==> src/rtl/mem_snoop_reg_bank_if.sv <==
// mem_snoop_reg_bank_if: AXI4-Lite port bundle between the PS GP master and the snoop register bank
interface mem_snoop_reg_bank_if #(parameter int AXI_AW = 12);
    logic [AXI_AW-1:0] s_axi_awaddr;
    logic              s_axi_awvalid;
    logic              s_axi_awready;
    logic [31:0]       s_axi_wdata;
    logic              s_axi_wvalid;
    logic              s_axi_wready;
    logic [1:0]        s_axi_bresp;
    logic              s_axi_bvalid;
    logic              s_axi_bready;
    logic [AXI_AW-1:0] s_axi_araddr;
    logic              s_axi_arvalid;
    logic              s_axi_arready;
    logic [31:0]       s_axi_rdata;
    logic [1:0]        s_axi_rresp;
    logic              s_axi_rvalid;
    logic              s_axi_rready;
    modport master (
        output s_axi_awaddr, s_axi_awvalid, s_axi_wdata, s_axi_wvalid, s_axi_bready,
               s_axi_araddr, s_axi_arvalid, s_axi_rready,
        input  s_axi_awready, s_axi_wready, s_axi_bresp, s_axi_bvalid,
               s_axi_arready, s_axi_rdata, s_axi_rresp, s_axi_rvalid
    );
    modport slave (
        input  s_axi_awaddr, s_axi_awvalid, s_axi_wdata, s_axi_wvalid, s_axi_bready,
               s_axi_araddr, s_axi_arvalid, s_axi_rready,
        output s_axi_awready, s_axi_wready, s_axi_bresp, s_axi_bvalid,
               s_axi_arready, s_axi_rdata, s_axi_rresp, s_axi_rvalid
    );
endinterface

==> src/rtl/mem_snoop_reg_bank.sv <==
// mem_snoop_reg_bank: times fetch-enable to the end-of-test store and exposes the result over AXI4-Lite
module mem_snoop_reg_bank #(
    parameter logic [31:0] END_ADDR = 32'h0010_2000,
    parameter logic [31:0] END_DATA = 32'hDEAD_BEEF,
    parameter int          AXI_AW   = 12
) (
    input  logic                clk_i,
    input  logic                rst_i,
    input  logic                fetch_enable_i,
    input  logic                data_req_i,
    input  logic                data_gnt_i,
    input  logic                data_we_i,
    input  logic [3:0]          data_be_i,
    input  logic [31:0]         data_addr_i,
    input  logic [31:0]         data_wdata_i,
    mem_snoop_reg_bank_if.slave axi
);
    typedef enum logic [1:0] {IDLE, RUN, DONE} state_e;
    localparam logic [AXI_AW-3:0] R_STAT = 0, R_CYC = 1, R_CTRL = 2, R_MCNT = 3;
    localparam logic [1:0] OKAY = 2'b00, SLVERR = 2'b10;
    state_e state_q, state_d;
    logic [31:0] cyc_q, cyc_d, rdata_q, rd_val;
    logic [15:0] mcnt_q, mcnt_d;
    logic [1:0] rresp_q, bresp_q;
    logic ovf_q, ovf_d, fe_q, clr_q, rvalid_q, bvalid_q;
    logic rise, match, ar_hs, aw_hs, unused_ok;
    logic [AXI_AW-3:0] ridx, widx;
    assign rise  = fetch_enable_i & ~fe_q;
    assign match = data_req_i & data_gnt_i & data_we_i & (data_be_i == 4'hF) &
                   (data_addr_i == END_ADDR) & (data_wdata_i == END_DATA);
    assign ridx = axi.s_axi_araddr[AXI_AW-1:2];
    assign widx = axi.s_axi_awaddr[AXI_AW-1:2];
    assign axi.s_axi_arready = ~rvalid_q & ~rst_i;
    assign ar_hs = axi.s_axi_arvalid & axi.s_axi_arready;
    assign aw_hs = axi.s_axi_awvalid & axi.s_axi_wvalid & ~bvalid_q & ~rst_i;
    assign axi.s_axi_awready = aw_hs;
    assign axi.s_axi_wready  = aw_hs;
    assign axi.s_axi_rvalid  = rvalid_q;
    assign axi.s_axi_rdata   = rdata_q;
    assign axi.s_axi_rresp   = rresp_q;
    assign axi.s_axi_bvalid  = bvalid_q;
    assign axi.s_axi_bresp   = bresp_q;
    assign unused_ok = ^{axi.s_axi_wdata[31:1], axi.s_axi_awaddr[1:0], axi.s_axi_araddr[1:0]};
    assign rd_val = ridx == R_STAT ? {29'h0, ovf_q, state_q == RUN, state_q == DONE} :
                    ridx == R_CYC  ? cyc_q :
                    ridx == R_MCNT ? {16'h0, mcnt_q} : 32'h0;
    // the match cycle and the fetch-enable drop cycle are both counted before leaving RUN
    always_comb begin
        state_d = state_q;
        cyc_d   = cyc_q;
        ovf_d   = ovf_q;
        mcnt_d  = (match && mcnt_q != 16'hFFFF) ? mcnt_q + 16'd1 : mcnt_q;
        if (clr_q) begin
            state_d = IDLE;
            cyc_d   = 32'h0;
            ovf_d   = 1'b0;
            mcnt_d  = 16'h0;
        end else if (rise) begin
            state_d = RUN;
            cyc_d   = 32'h0;
            ovf_d   = 1'b0;
        end else if (state_q == RUN) begin
            cyc_d   = (cyc_q == 32'hFFFF_FFFF) ? cyc_q : cyc_q + 32'd1;
            ovf_d   = ovf_q | (cyc_q == 32'hFFFF_FFFF);
            state_d = match ? DONE : fetch_enable_i ? RUN : IDLE;
        end
    end
    always_ff @(posedge clk_i or posedge rst_i) begin
        if (rst_i) begin
            state_q  <= IDLE;
            cyc_q    <= 32'h0;
            ovf_q    <= 1'b0;
            mcnt_q   <= 16'h0;
            fe_q     <= 1'b0;
            clr_q    <= 1'b0;
            rvalid_q <= 1'b0;
            rdata_q  <= 32'h0;
            rresp_q  <= OKAY;
            bvalid_q <= 1'b0;
            bresp_q  <= OKAY;
        end else begin
            state_q  <= state_d;
            cyc_q    <= cyc_d;
            ovf_q    <= ovf_d;
            mcnt_q   <= mcnt_d;
            fe_q     <= fetch_enable_i;
            clr_q    <= aw_hs & (widx == R_CTRL) & axi.s_axi_wdata[0];
            rvalid_q <= ar_hs | (rvalid_q & ~axi.s_axi_rready);
            bvalid_q <= aw_hs | (bvalid_q & ~axi.s_axi_bready);
            if (ar_hs) begin
                rdata_q <= rd_val;
                rresp_q <= (ridx <= R_MCNT) ? OKAY : SLVERR;
            end
            if (aw_hs) bresp_q <= (widx == R_CTRL) ? OKAY : SLVERR;
        end
    end
endmodule

==> src/flat_wrapper.sv <==
// flat-port wrapper written by rule: the top's interface ports become plain ports
module mem_snoop_reg_bank_flat 
#(
    parameter logic [31:0] END_ADDR = 32'h0010_2000,
    parameter logic [31:0] END_DATA = 32'hDEAD_BEEF,
    parameter int          AXI_AW   = 12
)
  (clk_i, rst_i, fetch_enable_i, data_req_i, data_gnt_i, data_we_i, data_be_i, data_addr_i, data_wdata_i, axi_s_axi_awaddr, axi_s_axi_awvalid, axi_s_axi_wdata, axi_s_axi_wvalid, axi_s_axi_bready, axi_s_axi_araddr, axi_s_axi_arvalid, axi_s_axi_rready, axi_s_axi_awready, axi_s_axi_wready, axi_s_axi_bresp, axi_s_axi_bvalid, axi_s_axi_arready, axi_s_axi_rdata, axi_s_axi_rresp, axi_s_axi_rvalid);
  mem_snoop_reg_bank_if #(.AXI_AW(AXI_AW)) axi_i ();
  input  logic clk_i;
  input  logic rst_i;
  input  logic fetch_enable_i;
  input  logic data_req_i;
  input  logic data_gnt_i;
  input  logic data_we_i;
  input  logic [3:0] data_be_i;
  input  logic [31:0] data_addr_i;
  input  logic [31:0] data_wdata_i;
  input wire logic [$bits(axi_i.s_axi_awaddr)-1:0] axi_s_axi_awaddr;
  input wire logic [$bits(axi_i.s_axi_awvalid)-1:0] axi_s_axi_awvalid;
  input wire logic [$bits(axi_i.s_axi_wdata)-1:0] axi_s_axi_wdata;
  input wire logic [$bits(axi_i.s_axi_wvalid)-1:0] axi_s_axi_wvalid;
  input wire logic [$bits(axi_i.s_axi_bready)-1:0] axi_s_axi_bready;
  input wire logic [$bits(axi_i.s_axi_araddr)-1:0] axi_s_axi_araddr;
  input wire logic [$bits(axi_i.s_axi_arvalid)-1:0] axi_s_axi_arvalid;
  input wire logic [$bits(axi_i.s_axi_rready)-1:0] axi_s_axi_rready;
  output wire logic [$bits(axi_i.s_axi_awready)-1:0] axi_s_axi_awready;
  output wire logic [$bits(axi_i.s_axi_wready)-1:0] axi_s_axi_wready;
  output wire logic [$bits(axi_i.s_axi_bresp)-1:0] axi_s_axi_bresp;
  output wire logic [$bits(axi_i.s_axi_bvalid)-1:0] axi_s_axi_bvalid;
  output wire logic [$bits(axi_i.s_axi_arready)-1:0] axi_s_axi_arready;
  output wire logic [$bits(axi_i.s_axi_rdata)-1:0] axi_s_axi_rdata;
  output wire logic [$bits(axi_i.s_axi_rresp)-1:0] axi_s_axi_rresp;
  output wire logic [$bits(axi_i.s_axi_rvalid)-1:0] axi_s_axi_rvalid;
  assign axi_i.s_axi_awaddr = axi_s_axi_awaddr;
  assign axi_i.s_axi_awvalid = axi_s_axi_awvalid;
  assign axi_i.s_axi_wdata = axi_s_axi_wdata;
  assign axi_i.s_axi_wvalid = axi_s_axi_wvalid;
  assign axi_i.s_axi_bready = axi_s_axi_bready;
  assign axi_i.s_axi_araddr = axi_s_axi_araddr;
  assign axi_i.s_axi_arvalid = axi_s_axi_arvalid;
  assign axi_i.s_axi_rready = axi_s_axi_rready;
  assign axi_s_axi_awready = axi_i.s_axi_awready;
  assign axi_s_axi_wready = axi_i.s_axi_wready;
  assign axi_s_axi_bresp = axi_i.s_axi_bresp;
  assign axi_s_axi_bvalid = axi_i.s_axi_bvalid;
  assign axi_s_axi_arready = axi_i.s_axi_arready;
  assign axi_s_axi_rdata = axi_i.s_axi_rdata;
  assign axi_s_axi_rresp = axi_i.s_axi_rresp;
  assign axi_s_axi_rvalid = axi_i.s_axi_rvalid;
  mem_snoop_reg_bank #(.END_ADDR(END_ADDR), .END_DATA(END_DATA), .AXI_AW(AXI_AW)) u_core (.clk_i(clk_i), .rst_i(rst_i), .fetch_enable_i(fetch_enable_i), .data_req_i(data_req_i), .data_gnt_i(data_gnt_i), .data_we_i(data_we_i), .data_be_i(data_be_i), .data_addr_i(data_addr_i), .data_wdata_i(data_wdata_i), .axi(axi_i));
endmodule
==> config.mk <==
export PLATFORM = sky130hd
export DESIGN_NAME = mem_snoop_reg_bank_flat
export DESIGN_NICKNAME = d
export VERILOG_FILES = /design/src/rtl/mem_snoop_reg_bank_if.sv /design/src/rtl/mem_snoop_reg_bank.sv /design/src/flat_wrapper.sv
export SDC_FILE = /design/constraint.sdc
export NUM_CORES = 1
export LEC_CHECK = 0
export CORE_ASPECT_RATIO = 1.25
export CORE_UTILIZATION = 29
export DETAILED_ROUTE_END_ITERATION = 12
export MAX_ROUTING_LAYER = met4
export PLACE_DENSITY_LB_ADDON = 0.05
export SYNTH_ARGS = -nofsm -noshare
export SYNTH_HDL_FRONTEND = slang
export SYNTH_SLANG_ARGS = --single-unit
==> constraint.sdc <==
create_clock -name clk_i -period 9.65 [get_ports clk_i]
set_input_delay 2.4125 -clock clk_i [delete_from_list [all_inputs] [get_ports clk_i]]
set_output_delay 2.4125 -clock clk_i [all_outputs]
set_load 0.05 [all_outputs]
# After elaboration in Yosys (flattened, before gate mapping)
# Cells that the tools add are included.
word_totals:
  regBits: 91
  inputBits: 135
op_classes:
  n_addsub: 2
  magnitude_cmp: 1
  n_eq_ne: 11
  muxes: 19
  bitwise_logic: 24
  n_reduce_logical: 5
op_table:
  columns: ["operator", "n"]
  rows:
  - ["$mux 32", 6]
  - ["$eq 32x32->1 const B", 2]
  - ["$mux 16", 3]
  - ["$add 32x1->32 const B", 1]
  - ["$eq 32x21->1 const B", 1]
  - ["$eq 10x2->1 const B", 2]
  - ["$add 16x1->16 const B", 1]
  - ["$ne 16x16->1 const B", 1]
  - ["$and 1x1->1", 15]
  - ["$mux 2", 6]
  - ["$eq 10x1->1 const B", 1]
  - ["$le 10x2->1 const B", 1]
  - ["$logic_not 10->1", 1]
  - ["$not 1->1", 6]
  - ["$eq 4x4->1 const B", 1]
  - ["$mux 1", 4]
  - ["$ne 3x1->1 const B", 1]
  - ["$or 1x1->1", 3]
  - ["$reduce_bool 3->1", 1]
  - ["$eq 2x1->1 const B", 1]
  - ["$eq 2x2->1 const B", 1]
  - ["$reduce_and 2->1", 1]
  - ["$reduce_bool 2->1", 1]
  - ["$logic_and 1x1->1", 1]

# Logic depth before layout (Yosys ltp)
logic_depth:
  depth_word: 9
  depth_mapped: 8
  ltp_nobuf: 6

# Least setup slack after synthesis
# OpenSTA, ideal clock, no wires.
synth_path:
  path_kind: "input port to output port"
  startpoint: "in axi_s_axi_awvalid"
  endpoint: "out axi_s_axi_wready"
  arrival_ps: 4658
  t_required_ps: 7238
  slack_ps: 2579
  path_stages: 2
  cell_sequence: "nor4bb_1 -> buf_4"
synth_between:
  elab_chain_cells: 3
synth_rtl:
  columns: ["element", "line_no", "text"]
  rows:
  - ["start: declaration", "flat_wrapper.sv:20", "input wire logic [$bits(axi_i.s_axi_awvalid)-1:0] axi_s_axi_awvalid;"]
  - ["$and 1x1->1 (3 in series)", "mem_snoop_reg_bank.sv:35", "assign aw_hs = axi.s_axi_awvalid & axi.s_axi_wvalid & ~bvalid_q & ~rst_i;"]
  - ["end: declaration", "flat_wrapper.sv:28", "output wire logic [$bits(axi_i.s_axi_wready)-1:0] axi_s_axi_wready;"]
# Every way passes these cells.

# Final worst setup path
layout_path:
  startpoint: "in rst_i"
  endpoint: "out axi_s_axi_awready"
layout_between:
  elab_chain_cells: 2
layout_rtl:
  columns: ["element", "line_no", "text"]
  rows:
  - ["start: declaration", "flat_wrapper.sv:11", "input logic rst_i;"]
  - ["$not 1->1", "mem_snoop_reg_bank.sv:35", null]
  - ["$and 1x1->1", "mem_snoop_reg_bank.sv:35", null]
  - ["end: declaration", "flat_wrapper.sv:27", "output wire logic [$bits(axi_i.s_axi_awready)-1:0] axi_s_axi_awready;"]
# Every way passes these cells.

==> impl_metrics.py <==
metrics = {
    "run_status": {
        "outcome": "finished clean",
    },
    "placement": {
        "globalplace.congestion": 0.793,
        "preCtsSetupSlack_ps": 2600,
        "dp_hpwl_um": 10500,
        "placed_cells": 830,
        "port_buffers": 138,
    },
    "sta": {
        "min_period_ps": 7000,
        "layout_setup_ws_ps": 2650,
        "finalHoldViolCount": 0,
        "drv_slew": 0,
        "post-route-period-util_pct": 72.6,
        "timing.final.setup_violations": 0,
        "max_freq_ghz": 0.143,
        "rsz0062_at_grt": "false",
        "slew_headroom_pct": 34.3,
        "finalClockSkew_ps": 7.27,
        "worst_pin_slew_ps": 977,
        "tns_ps": 0,
    },
    "global_route": {
        "grtUsageTotal_pct": 18.1,
        "antenna_found_initial": 0,
        "grt_max_degree": 50,
        "grt_pass1_vias": 4609,
        "grt.overflow.total": 0,
        "grt_pass1_wl_um": 23300,
    },
    "power": {
        "p_int_uw": 666,
        "p_leak_nw": 2.59,
        "clockPowerShare_pct": 43.6,
        "seqPwrFrac_pct": 45.3,
        "p_sw_share_pct": 23.0,
        "power_density_nw_per_um2": 129,
        "irDropWorstVdd_v": 0.0000921,
        "p_sw_uw": 199,
        "comb_power_share_pct": 11.1,
    },
    "detailed_routing": {
        "antenna_left": 0,
        "vias": 4515,
        "drc": 0,
        "dr.pass1.iters": 4,
        "drt-total-wl_um": 14300,
        "vias_per_cell": 5.34,
        "wire_per_inst_um": 17.0,
        "drt-initial-drc-count": 209,
    },
    "logic_synthesis": {
        "synth_top_area_share_pct": 46.3,
        "ys_async_sr_fraction_pct": 100,
        "ys_top_cells_by_count": "dfrtp_1 (89), nand2_1 (38), a21oi_1 (35)",
        "synth_area_um2": 4810,
        "synth_cell_types": 55,
        "synth_seq_area_share_pct": 46.3,
        "synth_top_area_cell": "dfrtp_1",
        "synth_edf_count": 0,
        "ys_warn_count": 0,
        "yosys-top-cells-area": "dfrtp_1 (46%), nand4_1 (4.4%), or4_1 (3.7%)",
        "synth-main-ff-cell": "dfrtp_1",
        "syn_inst": 501,
        "synth_most_common_cell": "dfrtp_1",
        "avgSynthCellArea_um2": 9.60,
        "synth_seq_cells": 89,
    },
    "cts": {
        "cts_max_path_buffers": 2,
        "tritoncts": "yes",
        "root_buffer": "clkbuf_16",
        "cts_setup_buffers": 0,
        "cts_made_buffers": 9,
        "cts_sinks": 89,
        "htree_num_levels": 3,
        "path_clk_slew_ps": 60,
        "clock_latency_ps": 340,
        "cts_resized": 0,
        "hold_buffers": 0,
    },
    "setup_path": {
        "path_max_fanout": 5,
        "cp_num_cells": 3,
        "slowest_stage": "clkdlybuf4s50_1",
        "worstSetupEndpointType": "output port",
        "arrival_ps": 4590,
        "crit_buf_inv": 2,
        "worst_path_largest_cell_delay_ps": 950,
        "path_cells": "clkdlybuf4s50_1 > nor4bb_1 > clkdlybuf4s50_1",
        "rr_worst_depth": 6,
        "cp_data_required_time_ps": 7240,
        "critPathTopFamily": "buffers and inverters",
        "critical_path_class": "in2out",
        "path_common_cell": "clkdlybuf4s50_1",
        "start_kind": "primary input",
    },
    "layout": {
        "utilization_pct": 41.2,
        "multi_input_area_um2": 2420,
        "regArea_um2": 2230,
        "synthToLayoutAreaGrowth_pct": 38.9,
        "antennaDiodeCount": 0,
        "n_fill_cell": 1600,
        "nets": 762,
        "drive_above_1_share_pct": 6.52,
        "final_cells": 845,
    },
    "hold_path": {
        "holdPathStages": 2,
        "hp-class": "reg2reg",
    },
    "die": {
        "fp.dieW_um": 117,
        "coreArea_um2": 16200,
        "start_util_pct": 29.7,
        "die_h_um": 146,
        "rows": 52,
        "die_area_um2": 17100,
        "top_level_ports": 176,
    },
    "job": {
        "max_cap_viol_count": 0,
    },
}
## layout make-up
class | instances | area share (%)
Timing Repair Buffer | 143 | 21.2
Multi-Input combinational cell | 372 | 36.2
Inverter | 10 | 0.580
Clock inverter | 3 | 0.974
Clock buffer | 12 | 3.69
Tap cell | 216 | 4.04
Sequential cell | 89 | 33.3
## final timing paths
| kind | from | endpoint | slack, ps |
|---|---|---|---|
| worst max-delay path | rst_i | axi_s_axi_awready | 2650 |
| worst min-delay path | u_core.axi.s_axi_rdata[12]$_DFFE_PP0P_ | u_core.axi.s_axi_rdata[12]$_DFFE_PP0P_ | 480 |
| worst max register to register | u_core.axi.s_axi_rvalid$_DFF_PP0_ | u_core.axi.s_axi_rdata[21]$_DFFE_PP0P_ | 6680 |
| worst min register to register | u_core.axi.s_axi_rdata[12]$_DFFE_PP0P_ | u_core.axi.s_axi_rdata[12]$_DFFE_PP0P_ | 480 |
| max in group asynchronous | rst_i | u_core.axi.s_axi_rdata[14]$_DFFE_PP0P_ | 5950 |
| min in group asynchronous | rst_i | u_core.cyc_q[8]$_DFFE_PP0P_ | 2590 |
## layout by cell type (no fill, tap or decap), drive strengths merged, types with 16 or more instances in the layout
cell type / Yosys / routed
nand2: 39 / 39
o21ai: 23 / 23
nor2: 28 / 28
dfrtp: 89 / 89
nand4: 34 / 34
o31ai: 18 / 18
a21oi: 35 / 35
mux2i: 16 / 16
or4: 25 / 25
clkdlybuf4s50: 0 / 138
nor4: 18 / 18
a22o: 19 / 19
## power by group through the flow
stage | sequential [mW] | clock, mW | combinational [mW]
2_1_floorplan | 0.398 | 0 | 0.0414
3_3_place_gp | 0.399 | 0 | 0.0956
3_5_place_dp | 0.399 | 0 | 0.0973
4_1_cts | 0.392 | 0.387 | 0.0976
5_1_grt | 0.393 | 0.405 | 0.105
6_report | 0.392 | 0.377 | 0.0957
## sequential cells by signal, summed over array words and instances (netlist names)
name,flops
u_core.axi.s_axi_rvalid,1
u_core.fe_q,1
u_core.mcnt_q,16
u_core.state_q,2
u_core.axi.s_axi_rdata,32
u_core.axi.s_axi_bresp,1
u_core.axi.s_axi_bvalid,1
u_core.axi.s_axi_rresp,1
u_core.ovf_q,1
u_core.clr_q,1
u_core.cyc_q,32
## kinds of logic (layout without fill, tap and decap cells)
group / after synthesis / in the layout / share of synthesized area (%)
AO/OA/AOI/OAI: 114 / 114 / 15.6
XOR/XNOR: 6 / 6 / 1.09
adder cells (fa/ha/maj): 2 / 2 / 0.520
buffers and inverters: 41 / 168 / 3.67
flip-flops: 89 / 89 / 46.3
multiplexers: 23 / 23 / 4.97
other: 1 / 2 / 0.0779
AND/OR/NAND/NOR: 225 / 225 / 27.8
## worst min-delay path, cell delays in order (launching register included)
cell,delay (ps)
dfrtp_1,340
nand2_1,50
o21ai_0,60
## per-stage QoR
stage	power, mW	instance area [um^2]	hold slack [ps]
final	0.865	6680	482
after global routing	0.903	6680	520
after CTS	0.877	6680	490
after detailed placement	0.496	6370	475
after global placement	0.494	6370	470
after floorplan	0.440	4810	462
## layer usage
metal	track usage, %	vias up	wire length (um)	share of wire (%)
met5	-	-	0	0
met4	5.82	0	245	1.7
met3	2.67	19	403	2.8
met2	32.6	114	7830	55
met1	20.0	2224	5860	41
li1	-	2158	-	-
No activity file was read; power rests on OpenSTA's default activity.
